[config.mk]
export PLATFORM = sky130hd
export DESIGN_NAME = spectrum_frame_ctrl
export DESIGN_NICKNAME = d
export VERILOG_FILES = /design/src/rtl/spectrum_frame_ctrl.sv
export SDC_FILE = /design/constraint.sdc
export NUM_CORES = 2
export LEC_CHECK = 0
export ABC_AREA = 1
export CAP_MARGIN = 20
export CORE_MARGIN = 10
export CORE_UTILIZATION = 45
export DETAILED_ROUTE_END_ITERATION = 12
export SETUP_SLACK_MARGIN = 0.1
export SKIP_CTS_REPAIR_TIMING = 1
export SLEW_MARGIN = 20
export SYNTH_ARGS = -nofsm -noshare
export SYNTH_HDL_FRONTEND = slang
export SYNTH_SLANG_ARGS = --single-unit
[constraint.sdc]
create_clock -name clk -period 2.7 [get_ports clk]
set_input_delay 0.54 -clock clk [delete_from_list [all_inputs] [get_ports clk]]
set_output_delay 0.54 -clock clk [all_outputs]
set_load 0.05 [all_outputs]
[src/rtl/spectrum_frame_ctrl.sv]
// spectrum_frame_ctrl
// -------------------
// Sequences FFT output frames into the bin-select stage of the log-mel
// pipeline. Each accepted FFT sample is tagged with its bin index
// (0..N_FFT-1) and its mel group number. Only bins 0..KEEP_BINS-1 are
// forwarded. Completed frames are counted against a programmed job length.
//
// Mel group boundaries are held in a NUM_GRP-entry register table. Each
// entry is the last bin index of its group (inclusive). The table can be
// written through the config port only while the block is not running.
//
// Optional feature:
//   SFC_DROP_STATS_EN - when defined, adds drop_cnt[15:0]. This counter
//                       counts fft_valid samples dropped outside RUN. It
//                       saturates at 16'hFFFF and is cleared by rst and by
//                       an accepted start.
//
// Ports
//   clk          in   rising-edge clock
//   rst          in   synchronous active-high reset
//   start        in   pulse: begin a job of num_frames frames (IDLE only)
//   num_frames   in   frames per job, sampled on accepted start
//   fft_valid    in   FFT sample valid
//   fft_data     in   signed FFT sample
//   cfg_we       in   group table write strobe
//   cfg_addr     in   group slot
//   cfg_data     in   last bin index of that group
//   sel_en       out  forwarded sample valid (registered)
//   sel_data     out  forwarded sample
//   sel_idx      out  bin index of forwarded sample, zero-extended
//   sel_grp      out  mel group of forwarded sample
//   frame_done   out  1-cycle pulse after the last bin of a frame
//   job_done     out  1-cycle pulse when the job completes
//   busy         out  high while running
//   frame_cnt    out  frames completed in current job
//   cfg_err      out  sticky: a config write was rejected
//   drop_cnt     out  (SFC_DROP_STATS_EN only) dropped-sample count

module spectrum_frame_ctrl #(
  parameter int unsigned I_BW      = 14,
  parameter int unsigned N_FFT     = 1024,
  parameter int unsigned KEEP_BINS = 513,
  parameter int unsigned NUM_GRP   = 89,
  parameter int unsigned FRM_BW    = 16
) (
  input  logic                   clk,
  input  logic                   rst,
  input  logic                   start,
  input  logic [FRM_BW-1:0]      num_frames,
  input  logic                   fft_valid,
  input  logic signed [I_BW-1:0] fft_data,
  input  logic                   cfg_we,
  input  logic [6:0]             cfg_addr,
  input  logic [9:0]             cfg_data,
  output logic                   sel_en,
  output logic signed [I_BW-1:0] sel_data,
  output logic [9:0]             sel_idx,
  output logic [6:0]             sel_grp,
  output logic                   frame_done,
  output logic                   job_done,
  output logic                   busy,
  output logic [FRM_BW-1:0]      frame_cnt,
  output logic                   cfg_err
`ifdef SFC_DROP_STATS_EN
  ,
  output logic [15:0]            drop_cnt
`endif
);

  localparam int unsigned BinW = $clog2(N_FFT);

  typedef enum logic [1:0] {
    StIdle,
    StRun,
    StDone
  } state_e;

  state_e state_q, state_d;

  logic [BinW-1:0]        bin_q, bin_d;
  logic [6:0]             grp_q, grp_d;
  logic [FRM_BW-1:0]      frame_cnt_q, frame_cnt_d;
  logic [FRM_BW-1:0]      num_frames_q, num_frames_d;
  logic                   sel_en_q, sel_en_d;
  logic signed [I_BW-1:0] sel_data_q, sel_data_d;
  logic [9:0]             sel_idx_q, sel_idx_d;
  logic [6:0]             sel_grp_q, sel_grp_d;
  logic                   frame_done_q, frame_done_d;
  logic                   job_done_q, job_done_d;
  logic                   cfg_err_q, cfg_err_d;
  logic                   cfg_wr;

  // Group boundary table: entry g is the last bin of group g.
  logic [9:0]             tbl_q [NUM_GRP];

`ifdef SFC_DROP_STATS_EN
  logic                   start_ok;
  logic                   drop;
  logic [15:0]            drop_cnt_q, drop_cnt_d;
`endif

  // --------------------------------------------------------------------------
  // Next-state and output logic
  // --------------------------------------------------------------------------
  always_comb begin
    state_d      = state_q;
    bin_d        = bin_q;
    grp_d        = grp_q;
    frame_cnt_d  = frame_cnt_q;
    num_frames_d = num_frames_q;
    sel_en_d     = 1'b0;
    sel_data_d   = sel_data_q;
    sel_idx_d    = sel_idx_q;
    sel_grp_d    = sel_grp_q;
    frame_done_d = 1'b0;
    job_done_d   = 1'b0;
    cfg_err_d    = cfg_err_q;
    cfg_wr       = 1'b0;
`ifdef SFC_DROP_STATS_EN
    start_ok     = 1'b0;
    drop         = fft_valid && (state_q != StRun);
`endif

    unique case (state_q)
      StIdle: begin
        if (start) begin
`ifdef SFC_DROP_STATS_EN
          start_ok = 1'b1;
`endif
          num_frames_d = num_frames;
          bin_d        = '0;
          grp_d        = '0;
          frame_cnt_d  = '0;
          // A zero-length job completes without ever entering RUN.
          state_d      = (num_frames != '0) ? StRun : StDone;
        end
      end

      StRun: begin
        if (fft_valid) begin
          if (32'(bin_q) < KEEP_BINS) begin
            sel_en_d   = 1'b1;
            sel_data_d = fft_data;
            sel_idx_d  = 10'(bin_q);
            sel_grp_d  = grp_q;
          end

          if (32'(bin_q) == N_FFT - 1) begin
            // Frame wrap takes priority over any group advance.
            bin_d        = '0;
            grp_d        = '0;
            frame_cnt_d  = frame_cnt_q + 1'b1;
            frame_done_d = 1'b1;
            if (frame_cnt_d == num_frames_q) begin
              state_d = StDone;
            end
          end else begin
            bin_d = bin_q + 1'b1;
            // Advance after tagging; the last group absorbs all later bins.
            if ((tbl_q[grp_q] == 10'(bin_q)) && (32'(grp_q) < NUM_GRP - 1)) begin
              grp_d = grp_q + 1'b1;
            end
          end
        end
      end

      StDone: begin
        job_done_d = 1'b1;
        state_d    = StIdle;
      end

      default: begin
        state_d = StIdle;
      end
    endcase

    // Table writes are only safe while no frame is being tagged.
    if (cfg_we) begin
      if ((state_q != StRun) && (32'(cfg_addr) < NUM_GRP)) begin
        cfg_wr = 1'b1;
      end else begin
        cfg_err_d = 1'b1;
      end
    end

`ifdef SFC_DROP_STATS_EN
    drop_cnt_d = drop_cnt_q;
    if (start_ok) begin
      drop_cnt_d = '0;
    end else if (drop && (drop_cnt_q != 16'hFFFF)) begin
      drop_cnt_d = drop_cnt_q + 16'd1;
    end
`endif
  end

  // --------------------------------------------------------------------------
  // State register
  // --------------------------------------------------------------------------
  always_ff @(posedge clk) begin
    if (rst) begin
      state_q      <= StIdle;
      bin_q        <= '0;
      grp_q        <= '0;
      frame_cnt_q  <= '0;
      num_frames_q <= '0;
      sel_en_q     <= 1'b0;
      sel_data_q   <= '0;
      sel_idx_q    <= '0;
      sel_grp_q    <= '0;
      frame_done_q <= 1'b0;
      job_done_q   <= 1'b0;
      cfg_err_q    <= 1'b0;
    end else begin
      state_q      <= state_d;
      bin_q        <= bin_d;
      grp_q        <= grp_d;
      frame_cnt_q  <= frame_cnt_d;
      num_frames_q <= num_frames_d;
      sel_en_q     <= sel_en_d;
      sel_data_q   <= sel_data_d;
      sel_idx_q    <= sel_idx_d;
      sel_grp_q    <= sel_grp_d;
      frame_done_q <= frame_done_d;
      job_done_q   <= job_done_d;
      cfg_err_q    <= cfg_err_d;
    end
  end

  // Group boundary table
  always_ff @(posedge clk) begin
    if (rst) begin
      for (int i = 0; i < NUM_GRP; i++) begin
        tbl_q[i] <= '0;
      end
    end else if (cfg_wr) begin
      tbl_q[cfg_addr] <= cfg_data;
    end
  end

`ifdef SFC_DROP_STATS_EN
  always_ff @(posedge clk) begin
    if (rst) begin
      drop_cnt_q <= '0;
    end else begin
      drop_cnt_q <= drop_cnt_d;
    end
  end

  assign drop_cnt = drop_cnt_q;
`endif

  // --------------------------------------------------------------------------
  // Outputs
  // --------------------------------------------------------------------------
  assign sel_en     = sel_en_q;
  assign sel_data   = sel_data_q;
  assign sel_idx    = sel_idx_q;
  assign sel_grp    = sel_grp_q;
  assign frame_done = frame_done_q;
  assign job_done   = job_done_q;
  assign busy       = (state_q == StRun);
  assign frame_cnt  = frame_cnt_q;
  assign cfg_err    = cfg_err_q;

endmodule
== Word level (Yosys, flattened, before mapping) ==
Memories as Yosys holds them, arrays and structs flattened. A register that Yosys moved wholly into a read port is not among the register bits.
Cells that the tools add are included.
Word-level totals
  bits in registers: 86
  memory bits (writable): 890
  input bits: 52
  word-level logic and storage cells: 81
  memories kept: 1
Memories
  tbl_q: depth 89, bits a word 10, rd ports 1, clocked after memory_dff 1, write ports 89, line 94  | logic [9:0] tbl_q [NUM_GRP];
Cells by class
  add/subtract/negate cells: 3
  order comparisons: 3
  eq/ne operators: 11
  mux-type cells: 34
  bitwise logic cells: 3
  reduce and logical (&&, ||, !) cells: 14
Operators by type and width (count)
  $mux W7: 7
  $mux W16: 3
  $mux W10: 4
  $pmux W16 S2: 1
  $pmux W10 S2: 1
  $add A16 B1 Y16 const B: 1
  $eq A16 B16 Y1: 1
  $reduce_bool A16 Y1: 1
  $lt A7 B7 Y1 const B: 2
  $pmux W7 S2: 1
  $reduce_and A4 Y1: 3
  $mux W1: 11
  $add A10 B1 Y10 const B: 1
  $eq A10 B10 Y1: 1
  $eq A10 B10 Y1 const B: 1
  $lt A10 B10 Y1 const B: 1
  $mux W2: 5
  $reduce_or A10 Y1: 1
  $add A7 B1 Y7 const B: 1
  $ne A2 B1 Y1 const B: 3
  $reduce_and A3 Y1: 2
  $ne A2 B2 Y1 const B: 2
  $pmux W2 S2: 1
  $reduce_and A2 Y1: 2
  8 further kinds: 11

== Depth between registers and ports, before layout ==
  depth after elaboration: 9
  gate-level depth with buffers: 21

== Worst setup path after synthesis ==
OpenSTA, ideal clock, no wires.
  path kind: register to register
  from: reg state_q[0]
  to: mem tbl_q[64][0], enable pin
  setup time: 0.320 ns
  data arrival time: 2.468 ns
  path slack: -0.088 ns
  stages on the path, launching flop included: 10
  path buffers: 2
  clock period less this slack: 2.788 ns
  cell sequence: dfxtp_1 -> inv_1 -> nor2_1 -> a21oi_1 -> nand4_1 -> buf_2 -> nor4_1 -> nand2_1 -> clkbuf_1 -> nand2_1
RTL lines
  start, declared: line 78  | state_e state_q, state_d;
  start signal, assigned: line 201  | state_q <= StIdle;
  start signal, assigned: line 214  | state_q <= state_d;
  end, declared: line 94

==> results by group <==
Outcome
  • Status: finished with violations
  • Failing checks: setup timing

Finish
  • Fraction of layout cells with a size suffix above 1: about an eighth
  • Area growth syn-to-layout: 24.33%
  • Util after Layout: 56.17%
  • Nets@finish: between 6000 and 7000

Power
  • Comb pwr share: around 8.9%
  • P_int: approximately 37 mW
  • Net Sw Frac: 24.00%
  • Net Sw Power: ~12 mW
  • Peak VDD IR: 0.6453 mV
  • Leakage power: 30.04 nW
  • Clk pwr share: 40.6%
  • Register share of total power: between 50 and 60%
  • Cell area power density: 652.5 nW/um^2

Floorplanning
  • Die area: around 150000 sq um
  • Die height: 385.6 um
  • Core Region: around 130000 sq um
  • Die W: between 300 and 400 um
  • Top Ports: roughly 100
  • FP Rows: approximately 130
  • Starting density of the core: between 40% and 50%

Placed design
  • DP Wirelength: roughly 110000 um
  • Final Wtd Congestion: around 0.92
  • IO Port Bufs: between 100 and 150

Setup path
  • Crit. End Element: register
  • Critical Path RT: ~3.4 ns
  • Crit path DAT: between 3 and 4 ns
  • Crit start category: register
  • Maximum fanout along the worst path: 8
  • Worst setup path class: reg2reg

Yosys
  • Share of the synthesized area in the top cell type: 63.91%
  • Async S/R FF share, synth: 0%
  • Dominant synthesized flop cell: edfxtp_1
  • Post-synth top cells: 1637 x nand2_1, 1280 x edfxtp_1, 1152 x nand3_1
  • Dominant cell type by area after synthesis: edfxtp_1
  • Syn Inst Count: roughly 6000
  • Syn Area/Cell: between 9 and 10 sq um
  • Synth cell types: 31
  • Ys Warns: 0
  • #FFs+latches synth: approximately 1400
  • Number of synthesized flops with an enable pin: ~1300
  • Register area share after synthesis: 67.00%
  • Largest cells by area after synthesis: edfxtp_1 64%, nand2_1 10%, nand3_1 9.6%
  • Most common cell in the netlist: nand2_1
  • Mapped Area: ~60000 sq um

Route
  • DRT Pass-1 Iters: 6
  • Final ANT Viol Nets: 0
  • Met2 wire length: between 80000 and 90000 um
  • Wirelength, routed: 176800 um
  • Top Metal Used: met4
  • Vias: around 46000
  • Drt wl/cell: 20.37 um
  • Initial drt markers: about 4600
  • WL met1: around 74000 um
  • DR WL met3: 13280 um
  • DR vias/cell: about 5.3
  • DRC: 0

STA
  • Setup violators final: 14
  • RSZ-0062 raised after global routing: true
  • Final count of hold timing violations: 0
  • Setup TNS: -4.095 ns
  • Min Tclk post-route: about 3 ns
  • Tcrit/Tclk final: 112.4%
  • Final hold slack: 0.3321 ns
  • Max-slew violation count: 0
  • Rel. slew slack: between 60% and 70%
  • Slew @ Worst Pin: 0.5593 ns
  • Fmax: ~0.33 GHz
  • Final WS setup: -0.3341 ns
  • Setup Skew: 0.04207 ns

Clock network
  • Clock Latency Late Sink: 0.80 ns
  • CTS root buffer: clkbuf_16
  • TritonCTS Sinks: between 1000 and 1500
  • Worst-path clk slew: ~0.060 ns
  • CTS HTree Levels: 4
  • Total CTS buffers: 149
  • CTS tree: done
  • Max clock buf depth: 3

Global routing
  • First-pass GRT wire length: approximately 260000 um
  • Final global-route overflow total: 0
  • Largest net degree at the start of global routing: 60
  • Initial antenna violation count: 0
  • Gr usage total: between 20% and 30%
  • Vias in the first global route: between 40000 and 50000

Run
  • # Max-Cap Violations: 0

Hold path
  • Hold Path Class: in2reg
## routing by layer
layer | up-vias | global-route usage [%]
li1 | 21666 | -
met1 | 22504 | 31.10
met2 | 1661 | 37.62
met3 | 327 | 4.132
met4 | 0 | 8.320
met5 | - | 0
## sequential cells by signal, indices dropped and copies added (netlist names), 2 cells and up, named ones only
name / count
frame_cnt: 16
sel_grp: 7
num_frames_q: 16
sel_data: 14
grp_q: 7
bin_q: 10
tbl_q: 1280
state_q: 2
sel_idx: 10
## cells by family (layout without fill, tap and decap cells)
logic type	Yosys count	in the layout	share of synthesized area [%]
compound gates	172	172	1.514
xor+xnor	27	27	0.3932
fa+ha+maj	4	4	0.08322
buf+inv	573	1054	4.098
flops	1373	1373	67.00
other cells	1	391	0.006235
simple gates	3894	3894	26.90
## power groups by stage
stage          combinational [mW]  clock [mW]  sequential, mW
3_5_place_dp                 4.20           0            25.1
4_1_cts                      4.21        20.1            24.6
6_report                     4.35        19.8            24.6
2_1_floorplan                1.93           0            25.1
5_1_grt                      4.67        20.9            24.7
3_3_place_gp                 4.17           0            25.0
## cells in the final DEF, fill, tap and decap left out, types with 85 or more instances in the layout
cell type        count
nand2_1           1618
edfxtp_1          1280
nand3_1           1111
nor2_1            1047
buf_4              416
conb_1             390
clkbuf_16          161
buf_12             161
o21ai_0             95
clkdlybuf4s50_1     95
dfxtp_1             85
## path summary, 6_finish.rpt
path                       from              end  slack (ns)  cells after the start
hold / removal    num_frames[0]  num_frames_q[0]        0.33                      3
setup reg to reg       register         register       -0.33                     22
setup / recovery       register         register       -0.33                     22
hold reg to reg      state_q[0]         job_done        0.48                      1
## worst max-delay path, stage by stage, from the launching register on
cell,delay (ns)
dfxtp_4,0.39
buf_12,0.17
buf_16,0.16
buf_4,0.15
buf_12,0.13
nand2_1,0.05
nand3_1,0.11
nand3_1,0.15
nand3_1,0.14
nand2_1,0.14
nand2_4,0.10
nand3_1,0.09
nand3_1,0.14
nand3_1,0.12
nand2_1,0.06
nor2_1,0.10
nand2_1,0.10
nor2_4,0.15
buf_4,0.14
nand3_1,0.07
nand2_1,0.07
nand2_1,0.06
nor2_1,0.13
## stage by stage
stage	power, mW	worst slack [ns]	std cells	cell area, sq um
4_1_cts	48.96	-0.3843	8662	73890
6_report	48.80	-0.3341	8683	74780
3_5_place_dp	29.27	-0.3943	8398	69230
3_3_place_gp	29.21	-0.4718	8398	69230
5_1_grt	50.31	-0.4001	8682	74780
2_1_floorplan	27.07	-0.06090	6433	61610
## final cells by class
| cell class | count | area (sq um) |
|---|---|---|
| diodes | 1 | 2.502 |
| clock buffers | 192 | 3973 |
| clock inverters | 72 | 688.2 |
| fillers | 11561 | 58340 |
| inverters | 79 | 354.1 |
| multi-input cells | 4487 | 19260 |
| flip-flops and latches | 1373 | 40320 |
| well taps | 1768 | 2212 |
| repair buffers | 710 | 7960 |
| repair inverters | 1 | 8.758 |
Note: power is estimated with default switching activity, not from simulation.
